===== src/rtl/pipeline_stall_ctrl.sv =====
// pipeline_stall_ctrl: turns hazard-unit requests into pipeline register load/valid controls with perf counters
module pipeline_stall_ctrl #(
    parameter int CNT_WIDTH = 32
) (
    input  logic                 clk,
    input  logic                 rst,
    input  logic                 flush_req,
    input  logic                 load_use_stall,
    input  logic                 icache_stall,
    input  logic                 dcache_stall,
    output logic                 pc_load,
    output logic                 if_id_load,
    output logic                 id_ex_load,
    output logic                 ex_mem_load,
    output logic                 mem_wb_load,
    output logic                 if_id_valid_in,
    output logic                 id_ex_valid_in,
    output logic                 ex_mem_valid_in,
    output logic [CNT_WIDTH-1:0] stall_cnt,
    output logic [CNT_WIDTH-1:0] flush_cnt,
    output logic [CNT_WIDTH-1:0] bubble_cnt
);
    typedef enum logic [1:0] {RUN, FROZEN, BUBBLE} state_t;

    state_t               state_q, state_d;
    logic                 flush_pend_q, flush_pend_d;
    logic [CNT_WIDTH-1:0] stall_cnt_q, stall_cnt_d;
    logic [CNT_WIDTH-1:0] flush_cnt_q, flush_cnt_d;
    logic [CNT_WIDTH-1:0] bubble_cnt_q, bubble_cnt_d;
    logic                 freeze, lu_take, flush_take;

    // Decide this cycle's action (freeze > load-use > flush > normal) and the next state/counters
    always_comb begin
        freeze       = icache_stall | dcache_stall;
        lu_take      = !freeze && state_q != BUBBLE && load_use_stall;
        flush_take   = !freeze && !lu_take && (flush_req || flush_pend_q);
        state_d      = freeze ? FROZEN : lu_take ? BUBBLE : RUN;
        flush_pend_d = flush_take ? 1'b0 : (flush_pend_q | flush_req);
        stall_cnt_d  = (freeze && stall_cnt_q != '1) ? stall_cnt_q + CNT_WIDTH'(1) : stall_cnt_q;
        flush_cnt_d  = (flush_take && flush_cnt_q != '1) ? flush_cnt_q + CNT_WIDTH'(1) : flush_cnt_q;
        bubble_cnt_d = (lu_take && bubble_cnt_q != '1) ? bubble_cnt_q + CNT_WIDTH'(1) : bubble_cnt_q;
    end

    // Load enables and valid bits respond in the same cycle; everything is held off while in reset
    always_comb begin
        pc_load         = !rst && !freeze && !lu_take;
        if_id_load      = !rst && !freeze && !lu_take;
        id_ex_load      = !rst && !freeze && !lu_take;
        ex_mem_load     = !rst && !freeze;
        mem_wb_load     = !rst && !freeze;
        if_id_valid_in  = !rst && !flush_take;
        id_ex_valid_in  = !rst && !flush_take;
        ex_mem_valid_in = !rst && !lu_take;
        stall_cnt       = stall_cnt_q;
        flush_cnt       = flush_cnt_q;
        bubble_cnt      = bubble_cnt_q;
    end

    // State, sticky flush and counters; reset discards any pending flush
    always_ff @(posedge clk or posedge rst) begin
        if (rst) begin
            state_q      <= RUN;
            flush_pend_q <= 1'b0;
            stall_cnt_q  <= '0;
            flush_cnt_q  <= '0;
            bubble_cnt_q <= '0;
        end else begin
            state_q      <= state_d;
            flush_pend_q <= flush_pend_d;
            stall_cnt_q  <= stall_cnt_d;
            flush_cnt_q  <= flush_cnt_d;
            bubble_cnt_q <= bubble_cnt_d;
        end
    end
endmodule


===== config.mk =====
export PLATFORM = sky130hd
export DESIGN_NAME = pipeline_stall_ctrl
export DESIGN_NICKNAME = d
export VERILOG_FILES = /design/src/rtl/pipeline_stall_ctrl.sv
export SDC_FILE = /design/constraint.sdc
export NUM_CORES = 1
export LEC_CHECK = 0
export ABC_CLOCK_PERIOD_IN_PS = 7100
export CAP_MARGIN = 20
export CORE_MARGIN = 10
export CORE_UTILIZATION = 52
export CTS_BUF_LIST = sky130_fd_sc_hd__clkbuf_8
export DETAILED_ROUTE_END_ITERATION = 10
export PLACE_DENSITY_LB_ADDON = 0.05
export RECOVER_POWER = 25
export SLEW_MARGIN = 20
export SYNTH_ARGS = -nofsm -noshare
export SYNTH_HDL_FRONTEND = slang
export SYNTH_SLANG_ARGS = --single-unit
export TNS_END_PERCENT = 50

===== constraint.sdc =====
create_clock -name clk -period 7.1 [get_ports clk]
set_clock_uncertainty 0.1 [all_clocks]
set_input_delay 1.775 -clock clk [delete_from_list [all_inputs] [get_ports clk]]
set_output_delay 1.775 -clock clk [all_outputs]
set_load 0.05 [all_outputs]

Yosys cells after proc, flatten, opt, wreduce, memory -nomap -nowiden
Cells that the tools add are included.

word-level totals
  input bits = 6
  bits in read-only memories = 0
  latch bits = 0
  logic and storage cells = 33
  output and inout port bits = 104
  memory bits (writable) = 0
  memories = 0
  register bits after elaboration = 99

cells by class
  add/subtract/negate cells = 3
  divide/modulo/power cells = 0
  shift operators = 0
  equal/unequal tests = 4
  $mul = 0
  bitwise logic cells = 2
  reduce and logical (&&, ||, !) cells = 16
  muxes and demuxes = 3
  magnitude comparators = 0

operators by type and width
  operator                 number
  $add A32 B1 Y32 const B  3
  $ne A32 B32 Y1 const B   3
  $logic_and A1 B1 Y1      11
  $logic_not A1 Y1         4
  $mux W2                  2
  $ne A2 B2 Y1 const B     1
  $or A1 B1 Y1             2
  $logic_or A1 B1 Y1       1
  $mux W1                  1

Longest topological paths before layout
  depth in word-level cells = 9
  gate-level depth with buffers = 7
  depth with buffers taken out = 6

Least setup slack after synthesis
OpenSTA, ideal clock, no wires.

  path type = input -> output
  start point = in rst
  end point = out if_id_load
  slack = 0.415 ns
  buffers on the path = 1
  data required time = 5.225 ns
  cell stages on the path = 3
  data arrival time = 4.810 ns
  cells stage by stage = inv_1 and2_1 buf_4

on the way
  cells in the longest elaborated chain, start to end = 3

ends and longest elaborated chain
  what                               RTL line  RTL
  start: declaration                 6         input logic rst,
  $logic_not A1 Y1 (no source line)  -
  $logic_and A1 B1 Y1 (2 in series)  -
  end: declaration                   12        output logic if_id_load,

Every way passes these cells.

Worst setup path after layout
  start point = in icache_stall
  end point = out ex_mem_valid_in

on the way
  cells in the longest elaborated chain, start to end = 6

ends and longest elaborated chain
  what                               RTL line  RTL
  start: declaration                 9         input logic icache_stall,
  $or A1 B1 Y1                       34        freeze = icache_stall | dcache_stall;
  $logic_not A1 Y1                   35        lu_take = !freeze && state_q != BUBBLE && load_use_stall;
  $logic_and A1 B1 Y1 (2 in series)  35
  $logic_not A1 Y1                   53        ex_mem_valid_in = !rst && !lu_take;
  $logic_and A1 B1 Y1                53
  end: declaration                   18        output logic ex_mem_valid_in,

Every way passes these cells.

==> flow_metrics.py <==
metrics = {
    "logic_synthesis": {
        "yosysWarnings": 0,
        "synth_flop_cell": "dfrtp_1",
        "synthSimpleGateAreaFrac_pct": 27.3,
        "synthesis.area_um2": 4920,
        "synthMuxAreaShare_pct": 1.37,
        "netlist_top_cells_area": "dfrtp_1 50%, xnor2_1 10%, xor2_1 5.0%",
        "netlist_instances": 471,
        "synth_compound_area_share_pct": 2.74,
        "synth.distinct_cells": 45,
        "syn_area_per_cell_um2": 10.5,
        "synth_xor_area_share_pct": 15.3,
        "yosys.area.top_type": "dfrtp_1",
        "synth_seq_area_share_pct": 50.3,
        "synthArstFlopShare_pct": 100,
        "syn-num-nets": 480,
        "synth_top_family_by_area": "simple AND/OR/NAND/NOR gates",
        "ys_ff_latch": 99,
        "synth_edf_count": 0,
        "yosysTopAreaCellShare_pct": 50.3,
        "synth_fa_ha_area_share_pct": 0.762,
    },
    "worst_setup_path": {
        "end_kind": "output pin",
        "cp.arrival_ps": 4190,
        "critPathKind": "in2out",
        "r2r_start": "bubble_cnt[12]",
        "crit_path_cell_trace": "dlygate4sd3_1, nor2_1, nand3_1, clkinv_1, nor2_1, clkdlybuf4s50_1",
        "slowest_stage": "clkdlybuf4s50_1",
        "startpoint_type": "primary input",
        "r2r_setup_slack_ps": 4480,
        "reg2reg_depth": 5,
        "critical_path_required_ps": 5220,
        "cp_slowest_stage_delay_ps": 830,
        "path_max_fanout": 10,
        "regToRegEndpoint": "bubble_cnt[30]",
        "cp_common_cell": "nor2_1",
    },
    "die": {
        "core_area_um2": 9240,
        "dieArea_um2": 13800,
        "ioPinCount": 110,
        "initial_core_util_pct": 53.3,
        "rows": 35,
        "die_w_um": 117,
        "fp.dieH_um": 117,
    },
    "cts": {
        "cts_num_sinks": 99,
        "cts_setup_buffers": 0,
        "hold_buffers": 0,
        "cts_root_buffer": "clkbuf_8",
        "worst_setup_hold_path_clk_slew_ps": 100,
        "clk_path_buf_depth": 2,
        "cts_resized": 0,
        "clk_latency_ps": 360,
        "ctsHtreeMaxLevel": 3,
        "tritoncts": "done",
        "cts_buffers": 9,
    },
    "pwr": {
        "p_leak_nw": 2.58,
        "switching_share_pct": 36.4,
        "seqPwrFrac_pct": 46.8,
        "ir_drop_uv": 305,
        "clockPowerShare_pct": 25.3,
        "intPower_mw": 0.924,
        "power.density_nw_per_um2": 230,
        "p_comb_share_pct": 27.9,
        "p_sw_mw": 0.530,
    },
    "global_route": {
        "grt_busiest_layer": "met2",
        "grt_overflow": 0,
        "use_met1_pct": 22.7,
        "track_usage_pct": 17.4,
        "use_met2_pct": 26.8,
        "antenna_found_initial": 1,
        "grt_pass1_vias": 3870,
        "grt_max_degree": 73,
        "grt_pass1_wl_um": 20400,
        "grtUsageMet3_pct": 6.09,
    },
    "drt": {
        "wl_um": 12100,
        "via_count": 3965,
        "drtIter0Drc": 174,
        "detail_route.wl_per_cell_um": 16.9,
        "viasPerCell": 5.55,
        "drtAntennaViolNets": 0,
        "drc_errors": 0,
        "dr.pass1.iters": 4,
    },
    "outcome": {
        "status": "finished, final reports clean",
    },
    "timing": {
        "fin_crit_ps": 6070,
        "slew_violations": 0,
        "setup_viol": 0,
        "fmax_mhz": 165,
        "rsz0062_at_grt": "false",
        "maxSlewHeadroom_pct": 40.6,
        "worst_pin_slew_ps": 891,
        "finalCritPeriodShare_pct": 85.5,
        "tns_ps": 0,
        "hold-worst-slack_ps": 394,
        "report.final.hold_viol_count": 0,
    },
    "worst_hold_path": {
        "whs_path_depth": 1,
        "min_path_type": "reg2reg",
        "hold_end": "bubble_cnt[27]",
        "min_from": "bubble_cnt[27]",
    },
    "run": {
        "cap_violations": 0,
    },
    "placement": {
        "portBuffers": 109,
        "placed_cell_area_um2": 6130,
        "place.gp.congestion": 0.848,
        "dp_hpwl_um": 9010,
    },
    "cells_and_area": {
        "drive_gt1_share_pct": 6.31,
        "final_common_cell": "clkdlybuf4s50_1",
        "final_area_um2": 6310,
        "area_delta_synth_final_pct": 28.2,
        "nets": 591,
        "layout.cells.most_common_list": "107 x clkdlybuf4s50_1, 99 x dfrtp_1, 58 x xnor2_1",
        "insertedDiodeCount": 0,
    },
}
==> flip-flops by register name, summed over array words and instances, names as in the netlist <==
signal and count:
bubble_cnt 32, flush_cnt 32, flush_pend_q 1, stall_cnt 32, state_q 2
==> cell families after synthesis <==
group,Yosys count
AOI/OAI and AO/OA,15
adders and majority gates,3
xor gates and xnor gates,86
DFF,99
muxes,6
buffers and inverters,23
and+or+nand+nor,239
==> power groups by stage <==
stage	combinational (mW)	sequential (mW)	clock [mW]
CTS	0.414	0.680	0.377
global placement	0.408	0.688	0
global route	0.431	0.690	0.403
floorplan	0.106	0.846	0
finish	0.405	0.680	0.368
detailed placement	0.412	0.690	0
==> how the worst max path moves through the flow <==
stage | depth (start not counted) | slack, ps | end | start
6_report | 6 | 1030 | ex_mem_valid_in | icache_stall
5_1_grt | 6 | 840 | ex_mem_valid_in | icache_stall
4_1_cts | 6 | 1370 | ex_mem_valid_in | dcache_stall
3_5_place_dp | 6 | 1400 | ex_mem_valid_in | dcache_stall
3_3_place_gp | 6 | 1430 | id_ex_load | dcache_stall
2_1_floorplan | 3 | 420 | if_id_load | rst
==> area by class of cell <==
| cell class | count | area (um^2) |
|---|---|---|
| timing repair buffer | 112 | 1110 |
| clock inverter | 5 | 60.1 |
| sequential | 99 | 2480 |
| tap | 129 | 161 |
| multi-input combinational | 349 | 2320 |
| clock buffer | 10 | 138 |
| fill | 753 | 2930 |
| inverter | 11 | 43.8 |
==> metal layers <==
metal  part of all wire (%)  vias to the layer above
met5                   0.11                        -
met4                    1.1                        2
met3                    6.5                       19
met2                     46                       93
met1                     46                     1929
li1                       -                     1922
==> through the flow <==
stage               std cells  utilization (%)  power, mW  setup slack (ps)
finish                    715             68.3       1.45              1030
global route              715             68.3       1.52               840
CTS                       715             68.5       1.47              1370
detailed placement        700             66.4       1.10              1400
global placement          700             66.4       1.10              1430
floorplan                 471                -      0.952               415
==> critical path, delay by kind of cell <==
kind	cells	cell delay, ps
buffers and inverters	3	1750
and+or+nand+nor	3	670
==> Yosys cell counts, drive strengths merged, types with 4 or more instances <==
cell type / n
nor3: 29
and2: 5
xnor2: 58
buf: 6
nand2: 36
nand4: 38
mux2: 6
clkbuf: 6
xor2: 28
or3: 4
nand3: 50
inv: 10
or4: 4
and3: 18
and4: 10
nor4: 12
nor2: 26
dfrtp: 99
(Power assumes the default switching activity.)
